<file path="src/rtl/imem_loader.sv">
`default_nettype none
// ============================================================================
//  Module      : imem_loader
//  Description : Writer side of the instruction memory. Receives a framed
//                byte stream (word count N, then 4*N little-endian data
//                bytes), writes 32-bit words into the instruction RAM and
//                holds the CPU until a complete image is in place.
//  Option      : IMEM_LOADER_CHECKSUM_EN adds a one-byte XOR trailer check.
//  Revision    : 1.0 - initial release
// ============================================================================
module imem_loader #(
    parameter int ADDR_W = 6
) (
    input  logic              clk,
    input  logic              reset,
    input  logic              start,
    input  logic              byte_valid,
    input  logic [7:0]        byte_data,
    output logic              byte_ready,
    output logic              we,
    output logic [ADDR_W-1:0] waddr,
    output logic [31:0]       wdata,
    output logic              cpu_hold,
    output logic              done,
    output logic              err
);

    // Largest legal word count: the full RAM depth.
    localparam logic [31:0] C_DEPTH = 32'(1) << ADDR_W;

`ifdef IMEM_LOADER_CHECKSUM_EN
    typedef enum logic [2:0] {
        S_IDLE = 3'd0,
        S_LEN  = 3'd1,
        S_DATA = 3'd2,
        S_FIN  = 3'd3,
        S_CSUM = 3'd4
    } state_t;
`else
    typedef enum logic [1:0] {
        S_IDLE = 2'd0,
        S_LEN  = 2'd1,
        S_DATA = 2'd2,
        S_FIN  = 2'd3
    } state_t;
`endif

    state_t            state_q, state_d;
    logic [7:0]        n_q, n_d;
    logic [1:0]        lane_q, lane_d;
    logic [ADDR_W:0]   word_q, word_d;
    logic [23:0]       shift_q, shift_d;
    logic              we_q, we_d;
    logic [ADDR_W-1:0] waddr_q, waddr_d;
    logic [31:0]       wdata_q, wdata_d;
    logic              hold_q, hold_d;
    logic              err_q, err_d;
`ifdef IMEM_LOADER_CHECKSUM_EN
    logic [7:0]        csum_q, csum_d;
`endif

    logic              w_xfer;
    logic [ADDR_W:0]   w_word_inc;

    // The loader is ready whenever it expects a stream byte.
    always_comb begin
        byte_ready = (state_q == S_LEN) || (state_q == S_DATA)
`ifdef IMEM_LOADER_CHECKSUM_EN
                     || (state_q == S_CSUM)
`endif
                     ;
    end

    assign w_xfer     = byte_valid && byte_ready;
    assign w_word_inc = word_q + 1'b1;

    assign we       = we_q;
    assign waddr    = waddr_q;
    assign wdata    = wdata_q;
    assign cpu_hold = hold_q;
    assign err      = err_q;
    assign done     = (state_q == S_FIN);

    // Next-state logic: frame parsing, word assembly and hold control.
    always_comb begin
        state_d = state_q;
        n_d     = n_q;
        lane_d  = lane_q;
        word_d  = word_q;
        shift_d = shift_q;
        we_d    = 1'b0;
        waddr_d = waddr_q;
        wdata_d = wdata_q;
        hold_d  = hold_q;
        err_d   = err_q;
`ifdef IMEM_LOADER_CHECKSUM_EN
        csum_d  = csum_q;
`endif
        case (state_q)
            S_IDLE: begin
                if (start) begin
                    state_d = S_LEN;
                    hold_d  = 1'b1;
                    err_d   = 1'b0;
                    lane_d  = 2'd0;
                    word_d  = '0;
                end
            end
            S_LEN: begin
                if (w_xfer) begin
                    n_d = byte_data;
`ifdef IMEM_LOADER_CHECKSUM_EN
                    csum_d = byte_data;
`endif
                    if (32'(byte_data) > C_DEPTH) begin
                        // Image cannot fit: abort with the CPU still held.
                        err_d   = 1'b1;
                        state_d = S_IDLE;
                    end else if (byte_data == 8'd0) begin
`ifdef IMEM_LOADER_CHECKSUM_EN
                        state_d = S_CSUM;
`else
                        state_d = S_FIN;
                        hold_d  = 1'b0;
`endif
                    end else begin
                        state_d = S_DATA;
                    end
                end
            end
            S_DATA: begin
                if (w_xfer) begin
                    lane_d = lane_q + 2'd1;
`ifdef IMEM_LOADER_CHECKSUM_EN
                    csum_d = csum_q ^ byte_data;
`endif
                    case (lane_q)
                        2'd0: shift_d[7:0]   = byte_data;
                        2'd1: shift_d[15:8]  = byte_data;
                        2'd2: shift_d[23:16] = byte_data;
                        default: begin
                            // Fourth byte completes the word: write it next cycle.
                            we_d    = 1'b1;
                            waddr_d = word_q[ADDR_W-1:0];
                            wdata_d = {byte_data, shift_q};
                            word_d  = w_word_inc;
                            if (32'(w_word_inc) == 32'(n_q)) begin
`ifdef IMEM_LOADER_CHECKSUM_EN
                                state_d = S_CSUM;
`else
                                state_d = S_FIN;
                                hold_d  = 1'b0;
`endif
                            end
                        end
                    endcase
                end
            end
`ifdef IMEM_LOADER_CHECKSUM_EN
            S_CSUM: begin
                if (w_xfer) begin
                    if (byte_data == csum_q) begin
                        state_d = S_FIN;
                        hold_d  = 1'b0;
                    end else begin
                        err_d   = 1'b1;
                        state_d = S_IDLE;
                    end
                end
            end
`endif
            S_FIN: begin
                state_d = S_IDLE;
            end
            default: begin
                state_d = S_IDLE;
            end
        endcase
    end

    // State register; reset discards any partial frame and holds the CPU.
    always_ff @(posedge clk or negedge reset) begin
        if (!reset) begin
            state_q <= S_IDLE;
            n_q     <= 8'd0;
            lane_q  <= 2'd0;
            word_q  <= '0;
            shift_q <= 24'd0;
            we_q    <= 1'b0;
            waddr_q <= '0;
            wdata_q <= 32'd0;
            hold_q  <= 1'b1;
            err_q   <= 1'b0;
`ifdef IMEM_LOADER_CHECKSUM_EN
            csum_q  <= 8'd0;
`endif
        end else begin
            state_q <= state_d;
            n_q     <= n_d;
            lane_q  <= lane_d;
            word_q  <= word_d;
            shift_q <= shift_d;
            we_q    <= we_d;
            waddr_q <= waddr_d;
            wdata_q <= wdata_d;
            hold_q  <= hold_d;
            err_q   <= err_d;
`ifdef IMEM_LOADER_CHECKSUM_EN
            csum_q  <= csum_d;
`endif
        end
    end

endmodule
`default_nettype wire

</file>
<file path="config.mk">
export PLATFORM = sky130hd
export DESIGN_NAME = imem_loader
export DESIGN_NICKNAME = d
export VERILOG_FILES = /design/src/rtl/imem_loader.sv
export SDC_FILE = /design/constraint.sdc
export NUM_CORES = 1
export LEC_CHECK = 0
export ABC_AREA = 1
export ABC_CLOCK_PERIOD_IN_PS = 1750
export CORE_ASPECT_RATIO = 0.75
export CORE_MARGIN = 1
export CORE_UTILIZATION = 48
export DETAILED_ROUTE_END_ITERATION = 7
export GPL_TIMING_DRIVEN = 0
export PLACE_DENSITY = 0.73
export SETUP_SLACK_MARGIN = 0.1
export SYNTH_ARGS = -nofsm -noshare
export SYNTH_HDL_FRONTEND = slang
export SYNTH_SLANG_ARGS = --single-unit
</file>
<file path="constraint.sdc">
create_clock -name clk -period 1.75 [get_ports clk]
set_input_delay 0.2625 -clock clk [delete_from_list [all_inputs] [get_ports clk]]
set_output_delay 0.2625 -clock clk [all_outputs]
set_load 0.02 [all_outputs]
</file>
==> results.md, run 1 <==
* CP required at approximately 2 ns
* Mapped Avg Cell Area at roughly 8.9 sq um
* Post-DP HPWL at about 5.6 mm
* Leakage at 2.447 nW
* Clock sinks at 84
* Seq/Total Area, Yosys at 0.5853
* Slew Viols, Final at 0
* Fin crit period at approximately 1.7 ns
* RSZ-0062 raised after global routing: yes
* DRT Wirelength at 8.664 mm
* Core region area at about 7000 sq um
* Post-DP Area at 4334 sq um
* Yosys cell types at 26
* # IOs at 55
* Finish-stage setup viols at 0
* Root Driver: clkbuf_8
* Number of synthesized register bits at 84
* Syn Nets at ~430
* Slew @ Worst Pin at ~0.34 ns
* Drc violations at 0
* DRT iter0 DRCs at 180
* Post-synth top area cell: dfrtp_1
* Kind of critical path: flip-flop to flip-flop
* Die area at just under 8000 sq um
* Hold crit path type: input port to async pin
* Worst Skew at a little under 0.005 ns
* Initial antenna violation count at 0
* Peak Freq at roughly 580 MHz
* Rows at 26
* Largest net degree at the start of global routing at 71
* Final Wtd Congestion at about 0.83
* First-pass GRT wire length at approximately 14 mm
* R2R setup slack at between 0.02 and 0.025 ns
* Slew headroom at 0.7738
* Most common cell after layout, fill and taps aside: nand2_1
* Top post-synthesis cells by area: dfrtp_1, nand2_1, o21ai_0, inv_1, ha_1
* Pwr per Cell Area at roughly 1100 nW/um^2
* Cell Area, Synth at 3593 sq um
* Via count at approximately 3k
* Fin. Hold Viols at 0
* Status: completed
* Critical path arrival at approximately 2 ns
* CTS buffer count at 9
* Synthesis-to-layout area growth at 36.11%
* Yosys top cell area share at 0.5780
* Final non-filler cell total at roughly 590
* Worst Path Max Fanout at 10
* Clock slew at reported path FFs at 0.09 ns
* N_diodes at 0
* Most frequent cells in the layout: nand2_1, dfrtp_1, clkdlybuf4s50_1, o21ai_0, inv_1
* Initial Utilization at 0.5114
* Port Buffers at 54
* Final Net Count at 510
* Syn Inst Count at 404
* GRT Overall Usage at 0.2390
* ANT nets after route at 0
* Final period utilization at 0.9885
* Final instance area at 4891 sq um
* CTS tree: yes
* Layout cells sized above 1 at 0.2065
* Critical Path Source Type: flip-flop
* Bufs on Longest Clock Path at 2
* Yosys Warn Count at 0
* Vias in the first global route at ~2.9k
* Max VDD drop at slightly below 0.0008 V
* # fillers at approximately 560
* WL per Instance at roughly 15 microns
* Die X-Extent at 101.9 microns
* Via density at 5.101
* Router iterations before antenna repair at 4
* CTS H-Tree Depth at 3
* Global route overflow at 0
* Maxcap violations at 0
* Placed insts at around 560
* Die height at around 77 microns
* Clk_lat worst skew at 0.36 ns
* Worst Setup End Kind: flip-flop
==> cells by family (layout without fill, tap and decap cells) <==
kind of cell / Yosys count / after routing / synth area share
compound gates: 65 / 65 / 0.09436
fa+ha+maj: 9 / 9 / 0.03134
simple gates: 194 / 194 / 0.2239
flops: 84 / 84 / 0.5853
buf+inv: 50 / 140 / 0.05641
xor+xnor: 2 / 2 / 0.008705
==> through the flow <==
step	hold slack, ns	utilization	setup WS (ns)	power, mW	TNS (ns)
CTS	0.3111	0.6766	0.005708	5.399	0
detailed placement	0.1428	0.6168	-0.1802	3.587	-6.549
global placement	0.4532	0.6132	-2.534	3.524	-218.17
floorplan	-0.03309	-	0.07697	3.217	0
finish	0.3105	0.6960	0.02016	5.503	0
global route	0.3287	0.6960	-0.1194	5.780	-3.574
==> metal layers <==
layer,track usage,vias up,part of all wire
li1,-,1458,-
met1,0.3408,1468,0.48
met2,0.3649,83,0.46
met3,0.06016,11,0.045
met4,0.06143,0,0.011
met5,0,-,0
==> Yosys cell counts, drive strengths merged <==
cell type,count
inv,39
nand4,2
a21oi,2
dfrtp,83
o21bai,1
o22ai,5
o31ai,1
clkbuf,4
nand3b,3
o211ai,1
nand3,22
o21ai,55
xnor3,1
nor2,13
dfstp,1
xor2,1
ha,9
nand2,154
buf,7
==> worst max-delay path, stage by stage (launching register included) <==
cell	delay (ns)
dfrtp_1	0.40
inv_2	0.08
ha_4	0.29
nand2_4	0.08
nor2_4	0.11
inv_2	0.06
nor2_4	0.20
clkinv_4	0.14
buf_8	0.16
nand2_1	0.06
nand2_1	0.05
==> cell type report <==
class	instances	area (sq um)	share of cell area
buffer	10	97.59	0.01995
timing repair inverter	1	6.256	0.001279
clock buffer	10	127.6	0.02609
timing repair buffer	74	721.9	0.1476
tap	98	122.6	0.02507
clock inverter	6	112.6	0.02302
inverter	39	156.4	0.03198
multi-input combinational	270	1440	0.2944
sequential	84	2106	0.4305
==> path summary, 6_finish.rpt <==
kind / endpoint / from / cells past startpoint
setup / recovery: wdata[0] / flip-flop / 10
hold / removal: word_q[4] / reset / 2
setup reg to reg: wdata[0] / flip-flop / 10
hold reg to reg: cpu_hold / cpu_hold / 2
max in group asynchronous: wdata[14] / reset / 3
min in group clk: cpu_hold / cpu_hold / 2
==> flip-flops by register name (all words and copies together) (netlist names), named ones only <==
signal and count:
wdata 32, err 1, word_q 7, waddr 6
cpu_hold 1, lane_q 2, shift_q 24, n_q 8
state_q 1, we 1
==> what timing repair did <==
action                     in CTS  in global routing
pin swaps                      12                  6
gates resized for setup        41                 47
hold endpoints to repair       14                  0
setup endpoints to repair      87                 82
buffers inserted               11                  5
gates cloned                    2                  1
hold buffers                    1                  0
==> where the power goes <==
part           switching, mW  total, mW  leakage [nW]  internal, mW
logic                  0.853       1.43          1.19         0.572
clock network          0.701       1.65         0.120         0.951
registers              0.183       2.43          1.14          2.24
total                   1.74       5.50          2.45          3.77
No activity file was read; power rests on OpenSTA's default activity.
==> run 2, diff against run 1 <==
--- a/config.mk
+++ b/config.mk
@@ -11,6 +11,7 @@
 export CORE_MARGIN = 1
 export CORE_UTILIZATION = 48
 export DETAILED_ROUTE_END_ITERATION = 7
+export GPL_ROUTABILITY_DRIVEN = 0
 export GPL_TIMING_DRIVEN = 0
 export PLACE_DENSITY = 0.73
 export SETUP_SLACK_MARGIN = 0.1
==> results of run 2 <==
Same layout as run 1: the final DEF is identical, and so are final timing and power.
